==> src/rtl/mem_copier.sv <==
// Word-by-word copier for a single-port memory with a one-cycle registered read.
// Each word is copied in three cycles: address the source, capture the read data, write the destination.
module mem_copier #(
    parameter int s = 12
) (
    input  logic         clk,
    input  logic         rst,
    input  logic         start,
    input  logic         abort,
    input  logic [s-1:0] srcAddr,
    input  logic [s-1:0] dstAddr,
    input  logic [s:0]   length,
    output logic         busy,
    output logic         done,
    output logic [s:0]   wordsCopied,
    output logic [s-1:0] memAddress,
    output logic         memWrite,
    output logic [31:0]  memDataOut,
    input  logic [31:0]  memDataIn
);

    typedef enum logic [2:0] {
        IDLE  = 3'd0,
        READ  = 3'd1,
        LATCH = 3'd2,
        WRITE = 3'd3,
        DONE  = 3'd4
    } state_t;

    state_t       state_reg;
    logic [s-1:0] src_reg;
    logic [s-1:0] dst_reg;
    logic [s:0]   len_reg;
    logic [s:0]   idx_reg;
    logic [31:0]  buf_reg;
    logic         busy_reg;
    logic         done_reg;
    logic [s-1:0] addr_reg;
    logic         write_reg;

    logic [s:0]   idx_inc;
    logic [s-1:0] next_src_addr;
    logic [s-1:0] dst_addr;

    assign idx_inc       = idx_reg + {{s{1'b0}}, 1'b1};
    assign next_src_addr = src_reg + idx_inc[s-1:0];
    assign dst_addr      = dst_reg + idx_reg[s-1:0];

    // The word index doubles as the completed-write count.
    assign wordsCopied = idx_reg;
    assign busy        = busy_reg;
    assign done        = done_reg;
    assign memAddress  = addr_reg;
    assign memWrite    = write_reg;
    assign memDataOut  = buf_reg;

    // Outputs are registered: each transition loads the values belonging to the state being entered.
    always_ff @(posedge clk or posedge rst) begin
        if (rst) begin
            state_reg <= IDLE;
            src_reg   <= '0;
            dst_reg   <= '0;
            len_reg   <= '0;
            idx_reg   <= '0;
            buf_reg   <= '0;
            busy_reg  <= 1'b0;
            done_reg  <= 1'b0;
            addr_reg  <= '0;
            write_reg <= 1'b0;
        end else begin
            case (state_reg)
                IDLE: begin
                    if (start) begin
                        src_reg <= srcAddr;
                        dst_reg <= dstAddr;
                        len_reg <= length;
                        idx_reg <= '0;
                        if (length != '0) begin
                            state_reg <= READ;
                            busy_reg  <= 1'b1;
                            addr_reg  <= srcAddr;
                        end else begin
                            state_reg <= DONE;
                            done_reg  <= 1'b1;
                        end
                    end
                end
                READ: begin
                    addr_reg <= '0;
                    if (abort) begin
                        state_reg <= DONE;
                        busy_reg  <= 1'b0;
                        done_reg  <= 1'b1;
                    end else begin
                        state_reg <= LATCH;
                    end
                end
                LATCH: begin
                    buf_reg <= memDataIn;
                    if (abort) begin
                        state_reg <= DONE;
                        busy_reg  <= 1'b0;
                        done_reg  <= 1'b1;
                    end else begin
                        state_reg <= WRITE;
                        addr_reg  <= dst_addr;
                        write_reg <= 1'b1;
                    end
                end
                WRITE: begin
                    // The write in flight this cycle is committed and counted even when aborting.
                    idx_reg   <= idx_inc;
                    write_reg <= 1'b0;
                    if (abort || (idx_inc == len_reg)) begin
                        state_reg <= DONE;
                        busy_reg  <= 1'b0;
                        done_reg  <= 1'b1;
                        addr_reg  <= '0;
                    end else begin
                        state_reg <= READ;
                        addr_reg  <= next_src_addr;
                    end
                end
                DONE: begin
                    state_reg <= IDLE;
                    done_reg  <= 1'b0;
                end
                default: begin
                    state_reg <= IDLE;
                    busy_reg  <= 1'b0;
                    done_reg  <= 1'b0;
                    addr_reg  <= '0;
                    write_reg <= 1'b0;
                end
            endcase
        end
    end

endmodule

==> config.mk <==
export PLATFORM = sky130hd
export DESIGN_NAME = mem_copier
export DESIGN_NICKNAME = d
export VERILOG_FILES = /design/src/rtl/mem_copier.sv
export SDC_FILE = /design/constraint.sdc
export NUM_CORES = 1
export LEC_CHECK = 0
export BUFFER_PORTS_ARGS = -buffer_cell sky130_fd_sc_hd__buf_2
export CAP_MARGIN = 20
export CORE_ASPECT_RATIO = 1.4
export CORE_MARGIN = 1
export CORE_UTILIZATION = 54
export CTS_CLUSTER_SIZE = 14
export DETAILED_ROUTE_END_ITERATION = 10
export GPL_TIMING_DRIVEN = 0
export PLACE_DENSITY = 0.86
export SYNTH_ARGS = -nofsm -noshare
export SYNTH_HDL_FRONTEND = slang
export SYNTH_SLANG_ARGS = --single-unit
export TNS_END_PERCENT = 100
==> constraint.sdc <==
create_clock -name clk -period 4.4 [get_ports clk]
set_input_delay 0.66 -clock clk [delete_from_list [all_inputs] [get_ports clk]]
set_output_delay 0.66 -clock clk [all_outputs]
set_load 0.1 [all_outputs]
==> impl_metrics.yaml <==
detailed_routing:
  via_per_inst: 5.73
  ant_nets: 0
  drcViolationCount: 0
  drt_iter0_drc: 305
  dr.pass1.iters: 6
  vias: 4880
  routedWlPerCell_um: 17.4
  routed_wl_um: 14800
logic_synthesis:
  synth_flop_cell: "dfrtp_1"
  async_flop_share_pct: 100
  synth_xor_area_share_pct: 7.26
  synth_fp_nets: 666
  ys_top_cells_by_area: "dfrtp_1, nand2_1, mux2_2, ha_1, xnor2_1"
  synth_top_family_by_area: "simple AND/OR/NAND/NOR gates"
  synthCells: 566
  synth-seq-area-share_pct: 44.7
  yosysTopAreaCell: "dfrtp_1"
  syn_avg_cell_area_um2: 9.90
  synth_edf_count: 0
  synth.distinct_cells: 67
  synth_top_area_share_pct: 44.7
  syn_area_um2: 5600
  yosys_register_bits: 100
  synthAdderAreaFrac_pct: 6.30
  synth-compound-area-share_pct: 12.3
  synth-warning-count: 0
  synthSimpleGateAreaFrac_pct: 17.9
  synth_mux_area_share_pct: 7.99
timing:
  skew_ns: 0.00621
  finalMaxSlewViolations: 0
  slew-limit-headroom_pct: 40.8
  hold_viol_final: 0
  final.setup.worst_slack_ns: 1.11
  setup_viol: 0
  finalSetupTns_ns: 0
  finalCriticalPeriod_ns: 3.29
  worst_slew_pin_slew_ns: 0.879
  rsz0062_at_grt: "false"
  fin_crit_sh_pct: 74.8
  clock.fmax_mhz: 304
placed_design:
  io_buffers: 132
  place_congestion: 0.965
  detailedPlace.worstSlack_ns: 1.22
  place_area_um2: 6470
  hpwl_um: 11400
clock_tree:
  post-cts-setup-buffers: 0
  clockRootBuffer: "clkbuf_16"
  cts_tree: "done"
  ctsHoldBuffers: 0
  cts_buffers: 9
  clk_latency_ns: 0.35
  cts_buffer_depth: 2
  h-tree-depth: 3
  cts_resized: 0
  cts.clk_slew.worst_paths_ns: 0.07
  cts.sinks: 100
power:
  power_density_nw_per_um2: 872
  peakVddDrop_mv: 0.628
  seqPwrFrac_pct: 26.9
  p_leak_uw: 0.00342
  pwr-share-clk_pct: 15.6
  p_sw_uw: 3190
  combinationalPowerShare_pct: 57.5
  p_sw_share_pct: 53.6
  p_int_uw: 2760
global_route:
  grt_pass1_vias: 4990
  antenna_found_initial: 0
  grt_pass1_wl_um: 23500
  grt_overflow: 0
  grtUsageTotal_pct: 28.9
  grt_start_max_net_pins: 64
critical_path:
  start_kind: "flip-flop"
  critPathRequiredTime_ns: 4.61
  end_kind: "flip-flop"
  worstPathArrival_ns: 3.50
  worst-setup-path-type: "flip-flop to flip-flop"
  cp_max_fo: 8
finish:
  antenna_cells: 0
  layout_commonest_cell: "buf_2"
  drive_gt1_share_pct: 29.2
  syn_to_final_growth_pct: 21.6
  fin_area_um2: 6820
  largest_register_ffs: 32
  layout_common_cells: "buf_2, nand2_1, dfrtp_1, mux2_2, xnor2_1"
  fin_nets: 811
  fillers: 818
  multi_input_comb_area_um2: 2900
  seq_area_um2: 2500
die:
  ios: 133
  core_area_um2: 10000
  placement_rows: 43
  die_x_um: 88.1
  start_util_pct: 56.0
  die_y_um: 123
  die_area_um2: 10800
status:
  outcome: "complete, no violations"
flow_run:
  max_cap_violations: 0
hold_path:
  hold_class: "input pin to async pin"
## power by group through the flow
| stage | clock [uW] | combinational, uW | sequential [uW] |
|---|---|---|---|
| 5_1_grt | 967 | 3590 | 1650 |
| 6_report | 924 | 3420 | 1600 |
| 2_1_floorplan | 0 | 1210 | 3130 |
| 4_1_cts | 931 | 3410 | 1600 |
| 3_5_place_dp | 0 | 3390 | 1600 |
| 3_3_place_gp | 0 | 3290 | 1580 |
## routing by layer
| metal | part of all wire, % | wire length (um) | GRT usage, % |
|---|---|---|---|
| met1 | 37 | 5530 | 30.9 |
| met3 | 6.2 | 913 | 5.18 |
| met4 | 4.2 | 624 | 17.8 |
| met2 | 52 | 7770 | 52.1 |
| met5 | 0 | 0 | 0 |
## cell families after synthesis
group | Yosys count
AOI/OAI and AO/OA | 95
xor gates and xnor gates | 43
adders and majority gates | 27
buffers and inverters | 43
DFF | 100
muxes | 40
and+or+nand+nor | 218
## synthesized netlist by cell type (5+ instances only)
cell / count
nand2_1: 126
dfrtp_1: 100
mux2_2: 37
xnor2_1: 26
ha_1: 25
nor2_1: 24
o21ai_0: 23
xor2_1: 15
clkbuf_1: 14
inv_1: 14
a21oi_1: 13
a22oi_1: 10
nand3_1: 10
nor3_1: 10
nand4_1: 6
a21o_1: 5
and2_1: 5
and3_1: 5
o221ai_1: 5
## critical path: stages, from the launching register on
cell and delay [ns]:
dfrtp_1 0.53, ha_1 0.27, nand3_1 0.15, xnor2_1 0.28, ha_1 0.36, and3_1 0.21, a2111o_1 0.46, o21ai_0 0.34
nand2_1 0.10, nor2_1 0.13, xor2_1 0.19, o221ai_1 0.14
## metrics by stage
stage                     hold WS, ns  cells  total power, uW  util, %
after global placement          0.454    833             4870     64.3
final                           0.328    851             5940     68.1
after CTS                       0.343    851             5940     68.1
after floorplan                 0.483    566             4340        -
after global routing            0.381    851             6210     68.1
after detailed placement        0.461    835             5000     64.6
## final timing paths
path | startpoint | endpoint | slack, ns | depth (start not counted)
min reg2reg | memDataOut[22] | memDataOut[22] | 0.48 | 2
min in group clk | memDataOut[22] | memDataOut[22] | 0.48 | 2
max in group asynchronous | rst | memWrite | 3.40 | 3
min | rst | memDataOut[4] | 0.33 | 2
max reg2reg | wordsCopied[0] | memAddress[9] | 1.11 | 11
max | wordsCopied[0] | memAddress[9] | 1.11 | 11
## final cells by class
class	instances	area share, %
Buffer	29	2.20
Timing Repair Buffer	134	10.2
Clock buffer	9	3.30
Clock inverter	7	1.78
Sequential cell	100	36.7
Tap cell	135	2.48
Inverter	14	0.808
Multi-Input combinational cell	423	42.5
(Power assumes the default switching activity.)
